[src/rtl/complex_result_accumulator.sv]
// Accumulates a programmable number of complex products from the multiplier's
// result handshake into a signed complex sum and presents it on a valid/ready port.
module complex_result_accumulator #(
  parameter int DATA_W  = 17,
  parameter int GUARD_W = 8,
  parameter int CNT_W   = 8,
  localparam int ACC_W  = DATA_W + GUARD_W
) (
  input  logic              clk,
  input  logic              sw_rst,
  input  logic              res_val,
  output logic              res_ready,
  input  logic [DATA_W-1:0] res_re,
  input  logic [DATA_W-1:0] res_im,
  input  logic [CNT_W-1:0]  frame_len,
  output logic              acc_val,
  input  logic              acc_ready,
  output logic [ACC_W-1:0]  acc_re,
  output logic [ACC_W-1:0]  acc_im,
  output logic [CNT_W-1:0]  acc_cnt,
  output logic              acc_ovf
);

  typedef enum logic [1:0] {
    IDLE  = 2'd0,
    ACCUM = 2'd1,
    DONE  = 2'd2
  } state_t;

  state_t           state_q, state_d;
  logic [ACC_W-1:0] acc_re_q, acc_re_d;
  logic [ACC_W-1:0] acc_im_q, acc_im_d;
  logic [CNT_W-1:0] cnt_q, cnt_d;
  logic [CNT_W-1:0] len_q, len_d;
  logic             ovf_q, ovf_d;

  logic [ACC_W-1:0] prod_re_s, prod_im_s;
  logic [ACC_W-1:0] sum_re_s, sum_im_s;
  logic [CNT_W-1:0] cnt_inc_s, len_in_s;
  logic             res_xfer_s;

  // Signed overflow: operands agree in sign but the wrapped result does not.
  function automatic logic add_ovf(input logic [ACC_W-1:0] a,
                                   input logic [ACC_W-1:0] b,
                                   input logic [ACC_W-1:0] s);
    return (a[ACC_W-1] == b[ACC_W-1]) && (s[ACC_W-1] != a[ACC_W-1]);
  endfunction

  assign prod_re_s  = ACC_W'($signed(res_re));
  assign prod_im_s  = ACC_W'($signed(res_im));
  assign sum_re_s   = acc_re_q + prod_re_s;
  assign sum_im_s   = acc_im_q + prod_im_s;
  assign cnt_inc_s  = cnt_q + CNT_W'(1);
  assign len_in_s   = (frame_len == {CNT_W{1'b0}}) ? CNT_W'(1) : frame_len;
  assign res_xfer_s = res_val && res_ready;

  // Handshake flags decode the registered state only, so acc_ready never reaches res_ready.
  assign res_ready = (state_q != DONE);
  assign acc_val   = (state_q == DONE);
  assign acc_re    = acc_re_q;
  assign acc_im    = acc_im_q;
  assign acc_cnt   = cnt_q;
  assign acc_ovf   = ovf_q;

  always_comb begin
    state_d  = state_q;
    acc_re_d = acc_re_q;
    acc_im_d = acc_im_q;
    cnt_d    = cnt_q;
    len_d    = len_q;
    ovf_d    = ovf_q;
    case (state_q)
      IDLE: begin
        if (res_xfer_s) begin
          acc_re_d = prod_re_s;
          acc_im_d = prod_im_s;
          cnt_d    = CNT_W'(1);
          len_d    = len_in_s;
          ovf_d    = 1'b0;
          state_d  = (len_in_s == CNT_W'(1)) ? DONE : ACCUM;
        end else begin
          state_d = IDLE;
        end
      end
      ACCUM: begin
        if (res_xfer_s) begin
          acc_re_d = sum_re_s;
          acc_im_d = sum_im_s;
          cnt_d    = cnt_inc_s;
          ovf_d    = ovf_q | add_ovf(acc_re_q, prod_re_s, sum_re_s)
                           | add_ovf(acc_im_q, prod_im_s, sum_im_s);
          state_d  = (cnt_inc_s == len_q) ? DONE : ACCUM;
        end else begin
          state_d = ACCUM;
        end
      end
      DONE: begin
        // The frame length stays latched; it is overwritten by the next frame's first product.
        if (acc_ready) begin
          acc_re_d = {ACC_W{1'b0}};
          acc_im_d = {ACC_W{1'b0}};
          cnt_d    = {CNT_W{1'b0}};
          ovf_d    = 1'b0;
          state_d  = IDLE;
        end else begin
          state_d = DONE;
        end
      end
      default: begin
        acc_re_d = {ACC_W{1'b0}};
        acc_im_d = {ACC_W{1'b0}};
        cnt_d    = {CNT_W{1'b0}};
        len_d    = {CNT_W{1'b0}};
        ovf_d    = 1'b0;
        state_d  = IDLE;
      end
    endcase
  end

  // State and datapath registers with synchronous reset.
  always_ff @(posedge clk) begin
    if (sw_rst) begin
      state_q  <= IDLE;
      acc_re_q <= {ACC_W{1'b0}};
      acc_im_q <= {ACC_W{1'b0}};
      cnt_q    <= {CNT_W{1'b0}};
      len_q    <= {CNT_W{1'b0}};
      ovf_q    <= 1'b0;
    end else begin
      state_q  <= state_d;
      acc_re_q <= acc_re_d;
      acc_im_q <= acc_im_d;
      cnt_q    <= cnt_d;
      len_q    <= len_d;
      ovf_q    <= ovf_d;
    end
  end

endmodule

[config.mk]
export PLATFORM = sky130hd
export DESIGN_NAME = complex_result_accumulator
export DESIGN_NICKNAME = d
export VERILOG_FILES = /design/src/rtl/complex_result_accumulator.sv
export SDC_FILE = /design/constraint.sdc
export NUM_CORES = 1
export LEC_CHECK = 0
export BUFFER_PORTS_ARGS = -buffer_cell sky130_fd_sc_hd__buf_2
export CAP_MARGIN = 20
export CORE_MARGIN = 5
export CORE_UTILIZATION = 55
export CTS_BUF_LIST = sky130_fd_sc_hd__clkbuf_2 sky130_fd_sc_hd__clkbuf_4 sky130_fd_sc_hd__clkbuf_8
export DETAILED_ROUTE_END_ITERATION = 7
export HOLD_SLACK_MARGIN = 0.08
export PLACE_DENSITY = 0.8
export SYNTH_ARGS = -nofsm -noshare
export SYNTH_HDL_FRONTEND = slang
export SYNTH_SLANG_ARGS = --single-unit
[constraint.sdc]
create_clock -name clk -period 3.2 [get_ports clk]
set_input_delay 0.32 -clock clk [delete_from_list [all_inputs] [get_ports clk]]
set_output_delay 0.32 -clock clk [all_outputs]
set_load 0.01 [all_outputs]
# Word level (Yosys, flattened, before mapping)
# Cells that the tools add are included.
[word_totals]
reg_bits = 69
inputBits = 46
output_inout_bits = 61
wordCells = 56
[op_classes]
n_addsub = 3
n_eq_ne = 12
muxes = 24
bitwise = 3
n_reduce_logical = 8
[ops]
columns = ["operator", "count"]
rows = [
  ["one-hot mux 25 bit (3 select lines)", 2],
  ["two-way mux 25 bit", 5],
  ["adder 25 bit", 2],
  ["two-way mux 8 bit", 5],
  ["one-hot mux 8 bit (3 select lines)", 1],
  ["one-hot mux 8 bit (2 select lines)", 1],
  ["two-way mux 2 bit", 5],
  ["adder 8 x 1 -> 8 bit, second input constant", 1],
  ["== test 8 x 1 -> 1 bit, second input constant", 1],
  ["== test 8 bit", 1],
  ["zero test 8 bit", 1],
  ["inequality test 2 bit, second input constant", 3],
  ["one-hot mux 2 bit (3 select lines)", 1],
  ["logical AND 1 bit", 3],
  ["two-way mux 1 bit", 3],
  ["one-hot mux 1 bit (3 select lines)", 1],
  ["AND reduction 3 bit", 1],
  ["== test 1 bit", 2],
  ["== test 2 x 1 -> 1 bit, second input constant", 1],
  ["== test 2 bit, second input constant", 1],
  ["zero test 2 bit", 1],
  ["inequality test 1 bit", 2],
  ["inequality test 2 x 1 -> 1 bit, second input constant", 1],
  ["bitwise OR 1 bit", 2],
  ["3 further kinds", 3],
]

# Logic depth before layout (Yosys ltp)
# Gate-level depths: netlist of the first run.
[logic_depth]
word_depth = 7
mapped_depth = 12
depth_no_buf = 12

# Worst setup path after synthesis of the first run
# OpenSTA, ideal clock, no wires.
[synth_timing]
kind = "register to register"
startpoint = "register acc_im_q[0], in the netlist acc_im[0]"
endpoint = "register acc_im_q[24], in the netlist acc_im[24]"
setup_time_ns = 0.073
arrival_ns = 2.922
t_required_ns = 3.127
slack_ns = 0.205
stages_incl_launch_ff = 13
n_path_buf = 0
synth_period_minus_slack_ns = 2.995
path_cell_list = "dfxtp_1 > ha_1 > inv_1 > fa_1 > nand2b_1 > a21oi_1 > a221oi_4 > o211ai_2 > a221oi_4 > o21a_2 > o21ai_2 > mux4_2 > nor3_2"
[synth_via]
elab_chain_len = 3
[synth_lines]
columns = ["item", "line", "source"]
rows = [
  ["start: declaration", "32", "logic [ACC_W-1:0] acc_im_q, acc_im_d;"],
  ["start signal: assignment", "125", "acc_im_q <= {ACC_W{1'b0}};"],
  ["start signal: assignment", "132", "acc_im_q <= acc_im_d;"],
  ["adder 25 bit", "52", "assign sum_im_s = acc_im_q + prod_im_s;"],
  ["two-way mux 25 bit", "86", "if (res_xfer_s) begin"],
  ["one-hot mux 25 bit (3 select lines)", "72", "case (state_q)"],
]
# Every way passes these cells. The select of a mux whose other input is x is not followed.
# A chain may end at the register's enable or synchronous reset.

# Final worst setup path of the first run
# Ends and elaborated chain as after synthesis.

==> impl_metrics.toml, run 1 <==
[status]
outcome = "finished, final reports clean"

[die]
die_w_um = 108
die-area_sq_um = 11700
rows = 35
die_h_um = 108
ioPinCount = 107
start_util_pct = 57.0
design.core.area_sq_um = 9330

[detailed_routing]
firstDrtPassIters = 4
drtIter0Drc = 355
ant_nets = 0
drc = 0
drt_wl_total_mm = 14.4
routed_via_density = 5.90
vias = 5363
wl_per_cell_um = 15.8

[timing]
finalHoldViolCount = 0
max_slew_margin_pct = 41.7
rsz0062_at_grt = "no"
max_freq_ghz = 0.331
setup_tns_ns = 0
skew_ns = 0.0164
fin_crit_sh_pct = 94.3
setup_ws_ns = 0.182
fin_crit_ns = 3.02
max_slew.worst_pin.slew_ns = 0.874
setup_viol = 0
final_max_slew_viol_count = 0

[clock_network]
clock_latency_ns = 0.35
cts_made_buffers = 9
cts_root_buf = "clkbuf_8"
cts_tree = "built"
max-clock-path-buffers = 2
hold_buffers = 0
clk_pin_slew_ns = 0.07
htree_levels = 3
cts_sinks = 69

[final_layout]
fillers = 811
drive_above_1_share_pct = 19.1
nNetsFinal = 878
diodes = 0
fin_util_pct = 66.5
area_growth_pct = 16.6

[grt]
grt_max_degree = 56
gr-total-overflow = 0
grt_pass1_wl_mm = 23.8
antenna_found_initial = 0
grt_pass1_vias = 5275
gr-usage-all-layers_pct = 24.6

[pwr]
power_mw = 3.05
peakVddDrop_mv = 0.212
power_density_nw_per_um2 = 492
total_leakage_power_nw = 2.90

[setup_path]
r2r_end = "acc_im[24]"
critPathMaxFanout = 3
start_kind = "register"
r2r_start = "acc_im[0]"
cp-startpoint = "acc_im[0]"
endpoint_kind = "register"
worstPathArrival_ns = 3.28
endpoint = "acc_im[24]"
r2r_cells = 12
r2r_setup_slack_ns = 0.18
worstSetupPathType = "register to register"
worstPathRequired_ns = 3.47

[logic_synthesis]
async_flop_share_pct = 0
synth_cell_types = 58
synth-seq-cells = 69
synth_edf_count = 0
ys_warn_count = 0
synth_area_per_cell_sq_um = 7.80
yosysSeqAreaShare_pct = 26.0
synth_nets = 782
netlist_area_sq_um = 5320
synth_ff_type = "dfxtp_1"
synthCells = 681

[placed_design]
pre_cts_slack_ns = -0.0105
portBuffers = 106
routabilityCongestion = 0.884
place_hpwl_mm = 10.6

[flow_run]
drv_cap = 0

[hold_path]
hold_class = "input port to register"
-- per-layer routing --
layer	GRT usage [%]	vias to the layer above	part of all wire, %
li1	-	2681	-
met1	29.2	2462	41
met2	44.8	191	50
met3	4.24	29	6.7
met4	7.94	0	2.0
met5	0	-	0
-- critical path, cell delays in order (launching register included) --
cell and delay [ns]:
dfxtp_1 0.35, ha_1 0.19, inv_1 0.06, fa_1 0.38, nand2b_1 0.20, a21oi_2 0.23, a221oi_4 0.10, o211ai_2 0.24
a221oi_4 0.10, o21a_2 0.25, o21ai_4 0.19, mux4_2 0.53, nor3_2 0.10
-- flip-flops by register name, indices dropped and copies added (netlist names) --
name and cells:
acc_im 25, acc_re 25, acc_cnt 8, len_q 8, state_q 2, acc_ovf 1
-- synth_stat cells, drive strengths merged (6+ instances only) --
library cell | number | area [sq um]
a221oi | 30 | 298
dfxtp | 69 | 1380
nand2b | 10 | 62.6
clkbuf | 31 | 116
nor2 | 102 | 383
xnor2 | 31 | 272
nand2 | 45 | 169
a211oi | 8 | 60.1
nand3 | 18 | 90.1
a21o | 27 | 203
xor2 | 16 | 140
o211ai | 8 | 65.1
inv | 21 | 78.8
a22oi | 7 | 52.6
ha | 53 | 663
o21ai | 28 | 148
nor3 | 47 | 240
a21oi | 60 | 300
o21bai | 6 | 45.0
-- cells by family after synthesis --
family | Yosys count | share of synthesized area [%]
buffers and inverters | 54 | 3.81
adder cells (fa/ha/maj) | 55 | 13.2
AO/OA/AOI/OAI | 202 | 26.5
XOR/XNOR | 47 | 7.74
multiplexers | 5 | 1.44
flip-flops | 69 | 26.0
AND/OR/NAND/NOR | 249 | 21.3
-- cell usage in the layout (no fill, tap or decap), types with 3 or more instances in the layout --
master    count
nor4_1        4
o21a_1        4
nand2_1      45
a221oi_1     28
xor2_1       16
xnor2_1      31
a21oi_1      59
a211oi_1      6
a22oi_1       7
o211ai_1      7
nor2_1      101
a21o_1       27
o21bai_1      6
buf_4        12
buf_2       106
nand4_1       4
o21ai_1       8
or4_1         3
o21ai_0      18
a31oi_1       4
ha_1         52
nor3_1       46
nand3_1      18
dfxtp_1      69
inv_1        21
and2_1        3
clkbuf_8     10
and3_1        3
nand2b_1     10
-- power by group --
group          switching, mW  internal, mW  total, mW
Combinational          0.744         0.550       1.29
Clock                  0.337         0.390      0.728
Sequential            0.0777         0.952       1.03
-- what timing repair did --
action	CTS	global route
hold endpoints to repair	0	0
setup endpoints to repair	0	4
resized for setup	0	5
setup buffers	0	1
-- how the worst min path moves through the flow --
stage,from,end,slack (ns),depth (start not counted)
2_1_floorplan,len_q[0],len_q[0],0.45,2
3_3_place_gp,len_q[0],len_q[0],0.46,2
3_5_place_dp,len_q[0],len_q[0],0.47,2
4_1_cts,res_re[0],acc_re[0],0.24,3
5_1_grt,frame_len[1],len_q[1],0.24,3
6_report,frame_len[2],len_q[2],0.25,3
-- stage by stage --
| step | std cells | instance area, sq um | hold slack (ns) |
|---|---|---|---|
| after floorplan | 681 | 5320 | 0.445 |
| after global placement | 894 | 5980 | 0.457 |
| after detailed placement | 894 | 5980 | 0.469 |
| after CTS | 908 | 6160 | 0.238 |
| after global routing | 909 | 6200 | 0.242 |
| final | 909 | 6200 | 0.252 |
-- cell type report --
type / instances / area, sq um / area share (%)
multi-input cells: 558 / 3770 / 60.8
flip-flops and latches: 69 / 1380 / 22.3
repair buffers: 118 / 621 / 10.0
well taps: 129 / 161 / 2.60
clock buffers: 12 / 153 / 2.46
inverters: 21 / 78.8 / 1.27
clock inverters: 2 / 35.0 / 0.565
No activity file was read; power rests on OpenSTA's default activity.
==> inputs of run 2 (changes only) <==
Settings changed: BUFFER_PORTS_ARGS -buffer_cell sky130_fd_sc_hd__buf_2 to default, DONT_BUFFER_PORTS from default to 1, PLACE_DENSITY 0.8 to 0.7.
==> run 2 against run 1 <==
First-iteration DRC count down 28%. Register-to-register slack lost 0.06 ns. Flip-flop and latch count unchanged. Final cell count is 10% lower. Sequential power rose by 4%. Critical path depth did not move.
==> impl_metrics.toml, run 2 (synthesized netlist as in run 1, its figures left out) <==
[timing]
finalHoldViolCount = 0
setup_ws_ns = 0.123
max_slew.worst_pin.slew_ns = 0.613
max_slew_margin_pct = 59.2
fin_crit_ns = 3.08
fin_crit_sh_pct = 96.2
rsz0062_at_grt = "yes"
skew_ns = 0.0145
max_freq_ghz = 0.325
final_max_slew_viol_count = 0
setup_viol = 0

[flow_run]
drv_cap = 0

[setup_path]
cp_slowest_cell = "mux4_2"
path_cells = "ha_2 > inv_1 > fa_2 > nand2b_4 > a211oi_4 > o211ai_1 > a211oi_2 > o41ai_4 > o21ai_2 > a31oi_2 > mux4_2 > nor3_1"
max_stage_delay_ns = 0.44
start_kind = "register"
critPathMaxFanout = 3
worstSetupPathType = "register to register"
worstPathRequired_ns = 3.47
worstPathArrival_ns = 3.35
endpoint_kind = "register"

[detailed_routing]
routed_via_density = 6.18
route.met2.wl_mm = 6.65
firstDrtPassIters = 5
drc = 0
wl_per_cell_um = 17.4
drt-met1-wl_mm = 5.90
drt_wl_total_mm = 14.2
drtIter0Drc = 257
vias = 5043
ant_nets = 0
maxUsedRoutingLayer = "met4"
dr_wl_met3_mm = 1.40

[die]
die-area_sq_um = 11700
ioPinCount = 107
start_util_pct = 57.0
rows = 35
die_w_um = 108
design.core.area_sq_um = 9330
die_h_um = 108

[clock_network]
cts_sinks = 69
clock_latency_ns = 0.35
max-clock-path-buffers = 2
cts_made_buffers = 9
clk_pin_slew_ns = 0.08
cts_tree = "built"
cts_root_buf = "clkbuf_8"
htree_levels = 3

[pwr]
peakVddDrop_mv = 0.272
total_leakage_power_nw = 2.51
power_density_nw_per_um2 = 513

[grt]
grt_pass1_wl_mm = 23.1
grt_pass1_vias = 4834
antenna_found_initial = 0
gr-usage-all-layers_pct = 24.5
gr-total-overflow = 0
grt_max_degree = 63

[placed_design]
placed_cell_area_sq_um = 5530
portBuffers = 0
pre_cts_slack_ns = -0.103
place_hpwl_mm = 10.1
routabilityCongestion = 0.891

[final_layout]
final_cell_mix = "nor2_1 (101), dfxtp_1 (68), a21oi_1 (59)"
area_growth_pct = 9.75
nNetsFinal = 783
design_area_sq_um = 5830
fillers = 830
drive_above_1_share_pct = 8.88
final_common_cell = "nor2_1"
diodes = 0

[hold_path]
hold_class = "input port to register"

[status]
outcome = "finished, final reports clean"
-- run 2: timing repair --
action	4_1_cts	5_1_grt
pin swaps	1	7
setup endpoints to repair	2	5
resized for setup	2	10
hold buffers	1	0
endpoints found under the hold margin	62	0
buffers inserted	0	2
-- run 2: final timing paths --
check | startpoint | slack (ns) | depth (start not counted) | to
worst max-delay path | acc_re[0] | 0.12 | 12 | acc_re[24]
worst min register to register | len_q[0] | 0.49 | 2 | len_q[0]
worst min-delay path | res_re[0] | 0.12 | 2 | acc_re[0]
worst max register to register | acc_re[0] | 0.12 | 12 | acc_re[24]
-- run 2: where the power goes --
| group | switching (mW) | total (mW) | leakage [nW] | internal, mW |
|---|---|---|---|---|
| Clock | 0.341 | 0.738 | 0.103 | 0.397 |
| Sequential | 0.122 | 1.07 | 0.570 | 0.952 |
| Combinational | 0.670 | 1.18 | 1.83 | 0.510 |
-- run 2: through the flow --
stage | cells | power, mW | TNS (ns) | hold slack, ns | utilization (%)
6_report | 816 | 2.99 | 0 | 0.117 | 62.5
5_1_grt | 816 | 3.20 | -0.0689 | 0.113 | 62.5
4_1_cts | 814 | 2.98 | 0 | 0.110 | 61.9
3_5_place_dp | 797 | 2.21 | -0.131 | 0.401 | 59.2
3_3_place_gp | 797 | 2.18 | 0 | 0.397 | 59.2
2_1_floorplan | 681 | 1.97 | 0 | 0.445 | -
-- run 2: cell type report --
type	instances	area [sq um]	share of cell area [%]
flip-flops and latches	69	1380	23.7
clock inverters	4	47.5	0.815
multi-input cells	558	3800	65.2
well taps	129	161	2.77
clock buffers	12	153	2.62
repair buffers	23	205	3.52
inverters	21	78.8	1.35
-- run 2: critical path: cells and delay by family (launching register included) --
| family | cells | cell delay [ns] |
|---|---|---|
| AOI/OAI and AO/OA | 6 | 1.33 |
| adders and majority gates | 2 | 0.53 |
| buffers and inverters | 1 | 0.06 |
| DFF | 1 | 0.34 |
| muxes | 1 | 0.44 |
| and+or+nand+nor | 2 | 0.30 |
-- run 2: layer usage --
metal  up-vias  global-route usage (%)
li1       2516                       -
met1      2324                    29.9
met2       183                    41.1
met3        20                    7.52
met4         0                    7.84
met5         -                       0
==> inputs of run 3 (changes only) <==
Settings changed: BUFFER_PORTS_ARGS from default to -buffer_cell sky130_fd_sc_hd__clkbuf_2, DONT_BUFFER_PORTS 1 to default, PLACE_DENSITY 0.7 to 0.8.
==> run 3 against run 2 <==
Maximum frequency grew 2.5%. Power rose by 3.5%. Register-to-register slack improved by 0.07 ns. Largest power group unchanged.
==> impl_metrics.toml, run 3 (synthesized netlist as in run 1, its figures left out) <==
[grt]
antenna_found_initial = 0
gr-usage-all-layers_pct = 25.3
grt_pass1_wl_mm = 24.4
grt_pass1_vias = 5375
grt_max_degree = 56
gr-total-overflow = 0

[clock_network]
max-clock-path-buffers = 2
postCtsSetupRepairBufs = 0
hold_buffers = 0
clock_latency_ns = 0.36
clk_pin_slew_ns = 0.08
cts_sinks = 69
cts_tree = "built"
htree_levels = 3
cts_made_buffers = 9
cts_root_buf = "clkbuf_8"

[setup_path]
critPathMaxFanout = 3
r2r_cells = 12
start_kind = "register"
critPathTopFamily = "compound AO/OA/AOI/OAI gates"
max_stage_delay_ns = 0.45
worstPathArrival_ns = 3.28
path_cells = "ha_1 > inv_1 > fa_1 > nand2b_1 > a211oi_2 > o211ai_1 > a211oi_2 > o41ai_2 > o21ai_2 > a31oi_2 > mux4_2 > nor3_1"
endpoint_kind = "register"
crit_top_cell = "a211oi_2"
cp_slowest_cell = "mux4_2"
path_buf_inv = 1
worstSetupPathType = "register to register"
worstPathRequired_ns = 3.47
cp.depth = 12

[hold_path]
whs_path_depth = 3
hold_class = "input port to register"

[final_layout]
nNetsFinal = 878
drive_above_1_share_pct = 19.3
fillers = 813
final_common_cell = "clkbuf_2"
diodes = 0
layout.cells.non_filler = 911
final_cell_mix = "clkbuf_2 (106), nor2_1 (101), dfxtp_1 (69)"
area_growth_pct = 17.0

[pwr]
p_comb_share_pct = 41.9
p_int_mw = 1.90
power_density_nw_per_um2 = 498
p_switching_mw = 1.19
peakVddDrop_mv = 0.283
p_clk_share_pct = 24.8
seqPwrFrac_pct = 33.3
total_leakage_power_nw = 2.88
power.share.switching_pct = 38.6

[detailed_routing]
routed_via_density = 6.01
ant_nets = 0
vias = 5474
firstDrtPassIters = 5
drc = 0
drtIter0Drc = 344
drt_wl_total_mm = 14.6
wl_per_cell_um = 16.1

[die]
die_h_um = 108
rows = 35
design.core.area_sq_um = 9330
die-area_sq_um = 11700
die_w_um = 108
ioPinCount = 107
start_util_pct = 57.0

[timing]
fin_crit_ns = 3.00
max_freq_ghz = 0.333
setup_viol = 0
max_slew_margin_pct = 59.9
fin_crit_sh_pct = 93.8
skew_ns = 0.00827
rsz0062_at_grt = "no"
holdWs_ns = 0.223
max_slew.worst_pin.slew_ns = 0.602
finalHoldViolCount = 0
final_max_slew_viol_count = 0

[placed_design]
routabilityCongestion = 0.896
place_hpwl_mm = 10.7
portBuffers = 106
dp_cells = 895

[flow_run]
drv_cap = 0

[status]
outcome = "finished, final reports clean"
run 3: worst paths after layout:
path,from,to,slack (ns)
hold reg to reg,len_q[0],len_q[0],0.49
setup reg to reg,acc_re[0],acc_re[24],0.20
setup / recovery,acc_re[0],acc_re[24],0.20
hold / removal,res_re[0],acc_re[0],0.22
run 3: cell type report:
type	instances	area [sq um]	share of cell area, %
Clock inverter	5	58.8	0.945
Tap cell	129	161	2.59
Inverter	21	78.8	1.27
Sequential cell	69	1380	22.2
Clock buffer	11	151	2.43
Multi-Input combinational cell	558	3770	60.6
Timing Repair Buffer	118	621	9.98
run 3: what timing repair did:
item | 4_1_cts | 5_1_grt
setup endpoints to repair | 1 | 3
pin swaps | 0 | 5
resized for setup | 1 | 4
run 3: power by group through the flow:
stage | logic [mW] | clock network, mW | registers [mW]
after floorplan | 0.899 | 0 | 1.08
after global placement | 1.24 | 0 | 1.05
after detailed placement | 1.27 | 0 | 1.05
after CTS | 1.28 | 0.783 | 1.03
after global routing | 1.44 | 0.818 | 1.05
final | 1.30 | 0.767 | 1.03
run 3: worst register-to-register path, delay by kind of cell (launching register included):
family / cells / cell delay [ns]
mux: 1 / 0.45
simple gates: 2 / 0.35
compound gates: 6 / 1.15
flops: 1 / 0.35
fa+ha+maj: 2 / 0.57
buf+inv: 1 / 0.06
run 3: through the flow:
stage | total power [mW] | cell area (sq um) | util [%] | setup TNS [ns] | setup slack (ns)
after floorplan | 1.97 | 5320 | - | 0 | 0.205
after global routing | 3.31 | 6220 | 66.7 | 0 | 0.00201
final | 3.10 | 6220 | 66.7 | 0 | 0.198
after global placement | 2.28 | 5980 | 64.1 | 0 | 0.0388
after detailed placement | 2.32 | 5980 | 64.1 | -0.103 | -0.0921
after CTS | 3.10 | 6200 | 66.5 | 0 | 0.0531
run 3: routing by layer:
layer | vias up | share of wire (%) | track usage, %
li1 | 2699 | - | -
met1 | 2569 | 42 | 29.1
met2 | 177 | 51 | 47.4
met3 | 29 | 5.5 | 3.82
met4 | 0 | 2.2 | 8.66
met5 | - | 0 | 0
